`config.mk`:
```
export PLATFORM = sky130hd
export DESIGN_NAME = lsu_bus_if
export DESIGN_NICKNAME = d
export VERILOG_FILES = /design/src/rtl/lsu_bus_if.sv
export SDC_FILE = /design/constraint.sdc
export NUM_CORES = 1
export LEC_CHECK = 0
export ABC_CLOCK_PERIOD_IN_PS = 2780
export CAP_MARGIN = 10
export CORE_MARGIN = 5
export CORE_UTILIZATION = 46
export CTS_BUF_LIST = sky130_fd_sc_hd__clkbuf_4 sky130_fd_sc_hd__clkbuf_8
export DETAILED_ROUTE_END_ITERATION = 10
export MAX_ROUTING_LAYER = met4
export PLACE_DENSITY = 0.88
export SLEW_MARGIN = 30
export SYNTH_ARGS = -nofsm -noshare
export SYNTH_HDL_FRONTEND = slang
export SYNTH_SLANG_ARGS = --single-unit
```
`constraint.sdc`:
```
create_clock -name clk -period 2.78 [get_ports clk]
set_input_delay 0.278 -clock clk [delete_from_list [all_inputs] [get_ports clk]]
set_output_delay 0.278 -clock clk [all_outputs]
set_load 0.005 [all_outputs]
```
`src/rtl/lsu_bus_if.sv`:
```
// lsu_bus_if: load/store unit between the core datapath and a handshaked
// data-memory bus. One legal load or store becomes one word-aligned bus
// transaction with byte strobes. Load data is sign- or zero-extended back to
// the core. The core is stalled until the bus acknowledges, the access is
// rejected, or a timeout fires.
//
// Ports
//   clk, rst        clock, asynchronous active-low reset
//   mem_rd, mem_wr  load / store request (store has priority)
//   funct3          size/sign: 000 B, 001 H, 010 W, 100 BU, 101 HU
//   addr, wdata     effective byte address, store data
//   read_data       extended load result
//   stall           hold PC and register writes this cycle
//   fault           1-cycle pulse: misaligned access or illegal funct3
//   bus_err         1-cycle pulse in DONE after a bus timeout
//   bus_req/we/addr/wstrb/wdata   request side of the memory bus
//   bus_ack, bus_rdata            completion side of the memory bus

// One byte lane of the store path: strobe and write byte for lane LANE.
module lsu_bus_lane #(
  parameter int LANE = 0
) (
  input  logic [1:0]  size,
  input  logic [1:0]  lo,
  input  logic [31:0] wdata,
  output logic        strb,
  output logic [7:0]  wbyte
);
  localparam logic [1:0] LI = 2'(LANE);

  always_comb begin
    strb  = 1'b0;
    wbyte = wdata[7:0];
    case (size)
      2'b00: strb = (lo == LI);
      2'b01: begin
        strb  = (lo[1] == LI[1]);
        wbyte = LI[0] ? wdata[15:8] : wdata[7:0];
      end
      default: begin
        strb  = 1'b1;
        wbyte = wdata[8*LANE +: 8];
      end
    endcase
  end
endmodule

module lsu_bus_if #(
  parameter int TIMEOUT = 16,
  parameter int CNT_W   = 5
) (
  input  logic        clk,
  input  logic        rst,
  input  logic        mem_rd,
  input  logic        mem_wr,
  input  logic [2:0]  funct3,
  input  logic [31:0] addr,
  input  logic [31:0] wdata,
  output logic [31:0] read_data,
  output logic        stall,
  output logic        fault,
  output logic        bus_err,
  output logic        bus_req,
  output logic        bus_we,
  output logic [31:0] bus_addr,
  output logic [3:0]  bus_wstrb,
  output logic [31:0] bus_wdata,
  input  logic        bus_ack,
  input  logic [31:0] bus_rdata
);
  localparam int NUM_LANES = 4;

  typedef enum logic [1:0] {IDLE, BUS, DONE} state_t;

  typedef struct packed {
    logic        we;
    logic [31:0] addr;
    logic [3:0]  strb;
    logic [31:0] wdata;
  } breq_t;

  state_t     state, state_nx;
  breq_t      req_q, req_d;
  logic [2:0] f3_q;
  logic [1:0] lo_q;
  logic [CNT_W-1:0] cnt;
  logic [31:0] rd_q;
  logic        err_q;

  // ---------------- request decode (IDLE, combinational) ----------------
  logic [1:0] size;
  logic       access, legal_f3, aligned, legal, go, bad, timeout;

  assign size   = funct3[1:0];
  assign access = mem_rd | mem_wr;

  // Stores: only 000/001/010. Loads: additionally 100/101.
  always_comb begin
    if (mem_wr) legal_f3 = !funct3[2] && (size != 2'b11);
    else        legal_f3 = (size != 2'b11) && !(funct3[2] && size == 2'b10);
  end

  assign aligned = (size == 2'b00) ||
                   (size == 2'b01 && !addr[0]) ||
                   (size == 2'b10 && addr[1:0] == 2'b00);
  assign legal   = legal_f3 && aligned;
  assign go      = (state == IDLE) && access && legal;
  assign bad     = (state == IDLE) && access && !legal;
  assign timeout = (cnt == CNT_W'(TIMEOUT - 1));

  // ---------------- store lanes ----------------
  logic [NUM_LANES-1:0]      lane_strb;
  logic [NUM_LANES-1:0][7:0] lane_byte;

  genvar gi;
  generate
    for (gi = 0; gi < NUM_LANES; gi++) begin : g_lane
      lsu_bus_lane #(.LANE(gi)) u_lane (
        .size  (size),
        .lo    (addr[1:0]),
        .wdata (wdata),
        .strb  (lane_strb[gi]),
        .wbyte (lane_byte[gi])
      );
    end
  endgenerate

  always_comb begin
    req_d.we    = mem_wr;
    req_d.addr  = {addr[31:2], 2'b00};
    req_d.strb  = mem_wr ? lane_strb : 4'b0000;
    req_d.wdata = lane_byte;
  end

  // ---------------- load extension ----------------
  logic [7:0]  rbyte;
  logic [15:0] rhalf;
  logic [31:0] ext;

  always_comb begin
    case (lo_q)
      2'd0:    rbyte = bus_rdata[7:0];
      2'd1:    rbyte = bus_rdata[15:8];
      2'd2:    rbyte = bus_rdata[23:16];
      default: rbyte = bus_rdata[31:24];
    endcase
    rhalf = lo_q[1] ? bus_rdata[31:16] : bus_rdata[15:0];
    case (f3_q)
      3'b000:  ext = {{24{rbyte[7]}}, rbyte};
      3'b001:  ext = {{16{rhalf[15]}}, rhalf};
      3'b100:  ext = {24'b0, rbyte};
      3'b101:  ext = {16'b0, rhalf};
      default: ext = bus_rdata;
    endcase
  end

  // ---------------- FSM: state register ----------------
  always_ff @(posedge clk or negedge rst) begin
    if (!rst) state <= IDLE;
    else      state <= state_nx;
  end

  // ---------------- FSM: next state ----------------
  always_comb begin
    state_nx = state;
    case (state)
      IDLE:    if (go) state_nx = BUS;
      BUS:     if (bus_ack || timeout) state_nx = DONE;
      DONE:    state_nx = IDLE;  // inputs ignored: no reissue of same instr
      default: state_nx = IDLE;
    endcase
  end

  // ---------------- FSM: outputs ----------------
  // rst gating keeps the combinational outputs quiet while reset is held,
  // even if the core is presenting a request.
  always_comb begin
    bus_req   = (state == BUS);
    stall     = rst && (go || state == BUS);
    fault     = rst && bad;
    bus_err   = (state == DONE) && err_q;
    read_data = fault ? 32'h0 : rd_q;
  end

  assign bus_we    = req_q.we;
  assign bus_addr  = req_q.addr;
  assign bus_wstrb = req_q.strb;
  assign bus_wdata = req_q.wdata;

  // ---------------- datapath registers ----------------
  always_ff @(posedge clk or negedge rst) begin
    if (!rst) begin
      req_q <= '0;
      f3_q  <= 3'b0;
      lo_q  <= 2'b0;
      cnt   <= '0;
      rd_q  <= 32'h0;
      err_q <= 1'b0;
    end else begin
      case (state)
        IDLE: begin
          if (go) begin
            req_q <= req_d;
            f3_q  <= funct3;
            lo_q  <= addr[1:0];
            cnt   <= '0;
            err_q <= 1'b0;
          end else if (bad) begin
            rd_q  <= 32'h0;
          end
        end
        BUS: begin
          cnt <= cnt + CNT_W'(1);
          // ack wins over a timeout landing on the same cycle
          if (bus_ack) begin
            if (!req_q.we) rd_q <= ext;
          end else if (timeout) begin
            rd_q  <= 32'h0;
            err_q <= 1'b1;
          end
        end
        default: ;
      endcase
    end
  end
endmodule

```
After elaboration in Yosys (flattened, before gate mapping)
Index checks and enable logic that the tools add are counted.
{"block": "op_classes", "add_sub_neg": 1, "n_mux": 28, "n_reduce_logical": 32, "n_eq_ne": 22, "bitwise": 2}
{"cell": "32-bit 2-to-1 mux", "n": 6}
{"cell": "32-bit case mux with 4 select lines", "n": 1}
{"cell": "32-bit case mux with 2 select lines", "n": 1}
{"cell": "8-bit case mux with 3 select lines", "n": 1}
{"cell": "16-bit 2-to-1 mux", "n": 1}
{"cell": "8-bit 2-to-1 mux", "n": 2}
{"cell": "8-bit case mux with 2 select lines", "n": 1}
{"cell": "1-bit logical AND", "n": 12}
{"cell": "2-bit == test, second input constant", "n": 5}
{"cell": "2-bit inequality test, second input constant", "n": 5}
{"cell": "1-bit case mux with 2 select lines", "n": 5}
{"cell": "5-bit case mux with 2 select lines", "n": 1}
{"cell": "2-bit by 1-bit == test with 1-bit output, second input constant", "n": 4}
{"cell": "2-bit logical NOT", "n": 4}
{"cell": "3-bit == test, second input constant", "n": 2}
{"cell": "2-bit AND reduction", "n": 3}
{"cell": "5-bit by 1-bit adder with 5-bit output, second input constant", "n": 1}
{"cell": "5-bit by 4-bit == test with 1-bit output, second input constant", "n": 1}
{"cell": "5-bit 2-to-1 mux", "n": 1}
{"cell": "5-bit AND reduction", "n": 1}
{"cell": "1-bit logical NOT", "n": 4}
{"cell": "1-bit logical OR", "n": 4}
{"cell": "1-bit 2-to-1 mux", "n": 4}
{"cell": "2-bit 2-to-1 mux", "n": 2}
{"cell": "other kinds (12)", "n": 13}
{"block": "totals", "elab_cells": 95, "output_inout_bits": 105, "ff_bits": 112, "in_bits": 104}

Longest topological paths before layout
{"block": "depth", "depth_word": 11, "ltp_mapped": 9}

Modules after synthesis
From an unflattened synthesis, not the netlist that was laid out.
{"block": "hier_totals", "hier_cells": 469, "hier_area_um2": 5855.6}
{"module": "lsu_bus_if", "seq_area_each_um2": 2802.7, "area_per_inst_um2": 5338.9, "cells_each": 409, "n_inst": 1}
{"module": "lsu_bus_lane (g_lane[3].u_lane)", "seq_area_each_um2": 0.0, "area_per_inst_um2": 183.9, "cells_each": 28, "n_inst": 1}
{"module": "lsu_bus_lane (g_lane[2].u_lane)", "seq_area_each_um2": 0.0, "area_per_inst_um2": 146.4, "cells_each": 11, "n_inst": 1}
{"module": "lsu_bus_lane (g_lane[1].u_lane)", "seq_area_each_um2": 0.0, "area_per_inst_um2": 112.6, "cells_each": 11, "n_inst": 1}
{"module": "lsu_bus_lane (g_lane[0].u_lane)", "seq_area_each_um2": 0.0, "area_per_inst_um2": 73.8, "cells_each": 10, "n_inst": 1}

Worst setup path before layout
OpenSTA, ideal clock, no wires.
{"block": "synth_timing", "kind": "register -> register", "start": "reg cnt[0]", "end": "reg rd_q[7]", "n_path_buf": 2, "arrival_time_ns": 2.042, "setup_slack_ns": 0.610, "synth_period_minus_slack_ns": 2.170, "path_stages_with_launch": 10, "setup_time_ns": 0.128, "cell_sequence": "dfrtp_1 > ha_1 > and3_1 > ha_1 > nor2b_1 > o21ai_1 > and2_0 > clkbuf_1 > buf_2 > o21ai_0"}
{"block": "synth_between", "elab_chain_cells": 3}
{"element": "from (decl)", "line": "86", "source": "logic [CNT_W-1:0] cnt;"}
{"element": "from (signal assigned)", "line": "213", "source": "cnt <= cnt + CNT_W'(1);"}
{"element": "5-bit by 4-bit == test with 1-bit output", "line": "109", "source": "assign timeout = (cnt == CNT_W'(TIMEOUT - 1));"}
{"element": "3-bit by 1-bit inequality test with 1-bit output (no source line)"}
{"element": "5-bit AND reduction (no source line)"}
{"element": "to (signal assigned)", "line": "216", "source": "if (!req_q.we) rd_q <= ext;"}
{"element": "to (decl)", "line": "87", "source": "logic [31:0] rd_q;"}
Every way passes these cells.
A chain may end at the register's enable or synchronous reset.

Final worst setup path
{"block": "layout_timing", "start": "in funct3[0]", "end": "out stall"}
{"block": "layout_between", "elab_chain_cells": 9}
{"element": "from (decl)", "line": "56", "source": "input logic [2:0] funct3,"}
{"element": "2-bit == test", "line": "100, 105"}
{"element": "1-bit logical AND", "line": "100", "source": "else legal_f3 = (size != 2'b11) && !(funct3[2] && size == 2'b10);"}
{"element": "1-bit logical NOT", "line": "100"}
{"element": "1-bit logical AND", "line": "100"}
{"element": "1-bit 2-to-1 mux", "line": "99", "source": "if (mem_wr) legal_f3 = !funct3[2] && (size != 2'b11);"}
{"element": "1-bit logical AND *", "line": "106", "source": "assign legal = legal_f3 && aligned;"}
{"element": "1-bit logical AND *", "line": "107", "source": "assign go = (state == IDLE) && access && legal;"}
{"element": "1-bit logical OR *", "line": "179", "source": "stall = rst && (go || state == BUS);"}
{"element": "1-bit logical AND *", "line": "179"}
{"element": "to (decl)", "line": "60", "source": "output logic stall,"}
Mark *: on every way between the ends. The rest lies on a longest branch, timed or not.

==> summary.md <==
| Metric | Value |
|---|---|
| GR Util met1 | 0.2862 |
| FF-to-FF path depth | 9 |
| Post-DP Area | between 7000 and 8000 um2 |
| ANT cells | 0 |
| Critical Setup Path Class | in2out |
| Final Skew | between 0.007 and 0.008 ns |
| Layout area overhead | 44.54% |
| Worst-Skew Late Latency | 0.38 ns |
| RR Startpoint | cnt[0]$_DFFE_PN0P_ |
| DPL Wire Length | between 10 and 15 mm |
| Area of the core | 11,910 um2 |
| Min-Delay Path Depth | 2 |
| Detailed Routing Iterations Pass 1 | 4 |
| EDFF count, synth | 0 |
| Hold EP | bus_addr[23]$_DFFE_PN0P_ |
| Setup Viol. Count Final | 0 |
| Clock sinks | between 100 and 150 |
| GR Util met3 | 0.06975 |
| Vias per cell | around 5.5 |
| Mapped Avg Cell Area | approximately 11 um2 |
| Xor-xnor portion of the synthesized cell area | 0 |
| Routed WL | about 16 mm |
| Worst vdd ir | between 0.4 and 0.5 mV |
| Gpl congestion | ~0.91 |
| Antenna violations before repair | 0 |
| Routed len/inst | 19.34 um |
| Top Ports | 209 |
| Layout cells sized above 1 | 0.1317 |
| Rel. slew slack | 0.4170 |
| R2R setup slack | ~0.48 ns |
| Mapped Cells | around 500 |
| Max Root-Sink Buffers | 2 |
| Largest family of logic cells by synthesized area | multiplexers |
| Pleak | about 3.6 nW |
| Drt drc | 0 |
| Worst EP required | 2.50 ns |
| Die Wd | between 100 and 150 um |
| P per Cell Area | between 700 and 800 nW/um2 |
| WHS | 0.4821 ns |
| Die Span Y | roughly 120 um |
| Tot GR Track Use | 0.2388 |
| Initial detailed-routing violation count | 314 |
| Netlist Area Pre-Place | about 5500 um2 |
| Via count | 4,686 |
| Grt ovf | 0 |
| Row cnt | 40 |
| Worst Slack Setup Final | about 0.024 ns |
| Pwr Total | 6.154 mW |
| Final instance area | 8019 um2 |
| Worst slew pin tran | just under 0.9 ns |
| #FFs+latches synth | about 110 |
| Hold Fails Final Rpt | 0 |
| Multiplexer share of the synthesized area | 0.1791 |
| Post-Synth Simple-Gate Area | 0.1191 |
| HP Start | addr[23] |
| Unique masters post-synth | 43 |
| M2 GR Usage | 0.3806 |
| Reg2Reg Capture Point | rd_q[3]$_DFFE_PN0P_ |
| Clock transition at path regs | approximately 0.10 ns |
| Vias in the first global route | 4,980 |
| Seq/Total Area, Yosys | 0.5052 |
| CP Launch Type | input port |
| CTS tree | done |
| Async SR Flop Fraction | 1.000 |
| Fmax achieved | roughly 360 MHz |
| Antenna viol nets, final | 0 |
| H-tree depth | 3 |
| PortBufs | 206 |
| Initial core utilization | 0.4658 |
| Pre-CTS setup slack | -0.05921 ns |
| Fillers | around 900 |
| Outcome | finished, final reports clean |
| Total CTS buffers | 9 |
| Global route hottest layer | met2 |
| Compound-Gate Fraction of Synth Area | 0.1441 |
| Post-synthesis adder-cell area fraction | 0.004511 |
| Crit path max fanout | 3 |
| Die area | around 14,000 um2 |
| Largest net degree at the start of global routing | 72 |
| CP Data Arrival Time | 2.48 ns |
| Maxcap violations | 0 |
| Crit. End Element | output pin |
| Crit share post-route | 0.9915 |
| First-pass GRT wire length | 26.33 mm |
| Unrepaired setup endpoints after global routing | yes |
| Fin nets | about 810 |
| Crit path time final | around 2.8 ns |
| Yosys warns | 0 |
| Slew Viols, Final | 0 |
| Hold Crit Class | in2reg |
| Dominant synthesized flop cell | dfrtp_1 |
| Post-CTS Setup Repair Bufs | 0 |
| CTS Root Cell | clkbuf_8 |
-- power by group --
group / leakage, nW / internal [mW] / switching, mW
Combinational: 2.08 / 1.57 / 0.992
Clock: 0.109 / 0.541 / 0.561
Sequential: 1.41 / 2.13 / 0.355
-- cell usage in the layout (no fill, tap or decap), drive strengths merged, types with 2 or more instances in the layout --
cell,count
o2111ai,2
buf,20
nor2,31
nand4,2
dfrtp,112
mux2,51
nand3,12
conb,2
a21oi,28
ha,2
clkbuf,11
clkinvlp,2
nor2b,4
inv,17
o41ai,6
a22o,8
o211ai,8
nand2b,2
and2,34
bufinv,2
o21ai,45
clkdlybuf4s50,205
nand2,38
a221o,17
or3,9
mux2i,25
-- worst max-delay path by stage --
stage,startpoint,endpoint,slack (ns),cells after the start
floorplan,cnt[0]$_DFFE_PN0P_,rd_q[7]$_DFFE_PN0P_,0.61,9
global placement,funct3[0],stall,-0.009,5
detailed placement,funct3[0],stall,-0.06,5
CTS,funct3[0],read_data[13],0.007,7
global route,funct3[0],stall,-0.0006,5
finish,funct3[0],stall,0.02,5
-- flip-flops by register name (all words and copies together) (netlist names) --
name       cells
rd_q          32
bus_wstrb      4
state          2
cnt            5
err_q          1
bus_we         1
f3_q           3
lo_q           2
bus_addr      30
bus_wdata     32
-- critical path: stages --
cell and delay [ns]:
clkdlybuf4s50_1 0.46, or4_4 0.58, a2111o_2 0.48, a21oi_2 0.17, clkdlybuf4s50_1 0.51
-- cells by family (layout without fill, tap and decap cells) --
logic type,after synthesis,count (layout)
AO/OA/AOI/OAI,119,119
multiplexers,77,77
AND/OR/NAND/NOR,135,135
flip-flops,112,112
buffers and inverters,55,259
adder cells (fa/ha/maj),2,2
other,1,2
-- synth_stat cells (8+ instances only) --
cell      instances  area (um2)
a221o_1          17       170.2
mux2i_1          25       250.2
or3_1             9       56.30
mux2_4           39       585.6
buf_2             8       40.04
nor2_1           31       116.4
nand2_1          38       142.6
o211ai_1          8       60.06
o21ai_0          39       195.2
and2_1           33       206.5
a21oi_1          27       135.1
mux2_2            8       90.09
inv_1            16       60.06
nand3_1          12       60.06
a22o_1            8       70.07
clkbuf_1         19       71.32
dfrtp_1         112        2803
-- metrics by stage --
stage / instances / TNS (ns) / utilization
after CTS: 853 / 0 / 0.6720
final: 853 / 0 / 0.6732
after floorplan: 502 / 0 / -
after detailed placement: 836 / -0.1252 / 0.6519
after global placement: 836 / -0.009001 / 0.6519
after global routing: 853 / -0.0006211 / 0.6732
-- layer usage --
layer / part of all wire / up-vias
li1: - / 2171
met1: 0.41 / 2241
met2: 0.47 / 240
met3: 0.091 / 34
met4: 0.032 / 0
met5: 0 / -
-- cell type report --
class                           count  area, um2  area share
Clock buffer                       11      145.1     0.01810
Inverter                           17      63.81    0.007958
Tap cell                          147      183.9     0.02294
Multi-Input combinational cell    335       2502      0.3121
Timing Repair Buffer              226       2241      0.2795
Clock inverter                      5      80.08    0.009986
Sequential cell                   112       2803      0.3495
-- repair_timing --
item	CTS	global route
gates cloned	0	0
hold buffers	1	0
hold endpoints to repair	41	0
endpoints found under the setup margin	5	13
resized for setup	1	2
pin swaps	1	0
(Power assumes the default switching activity.)
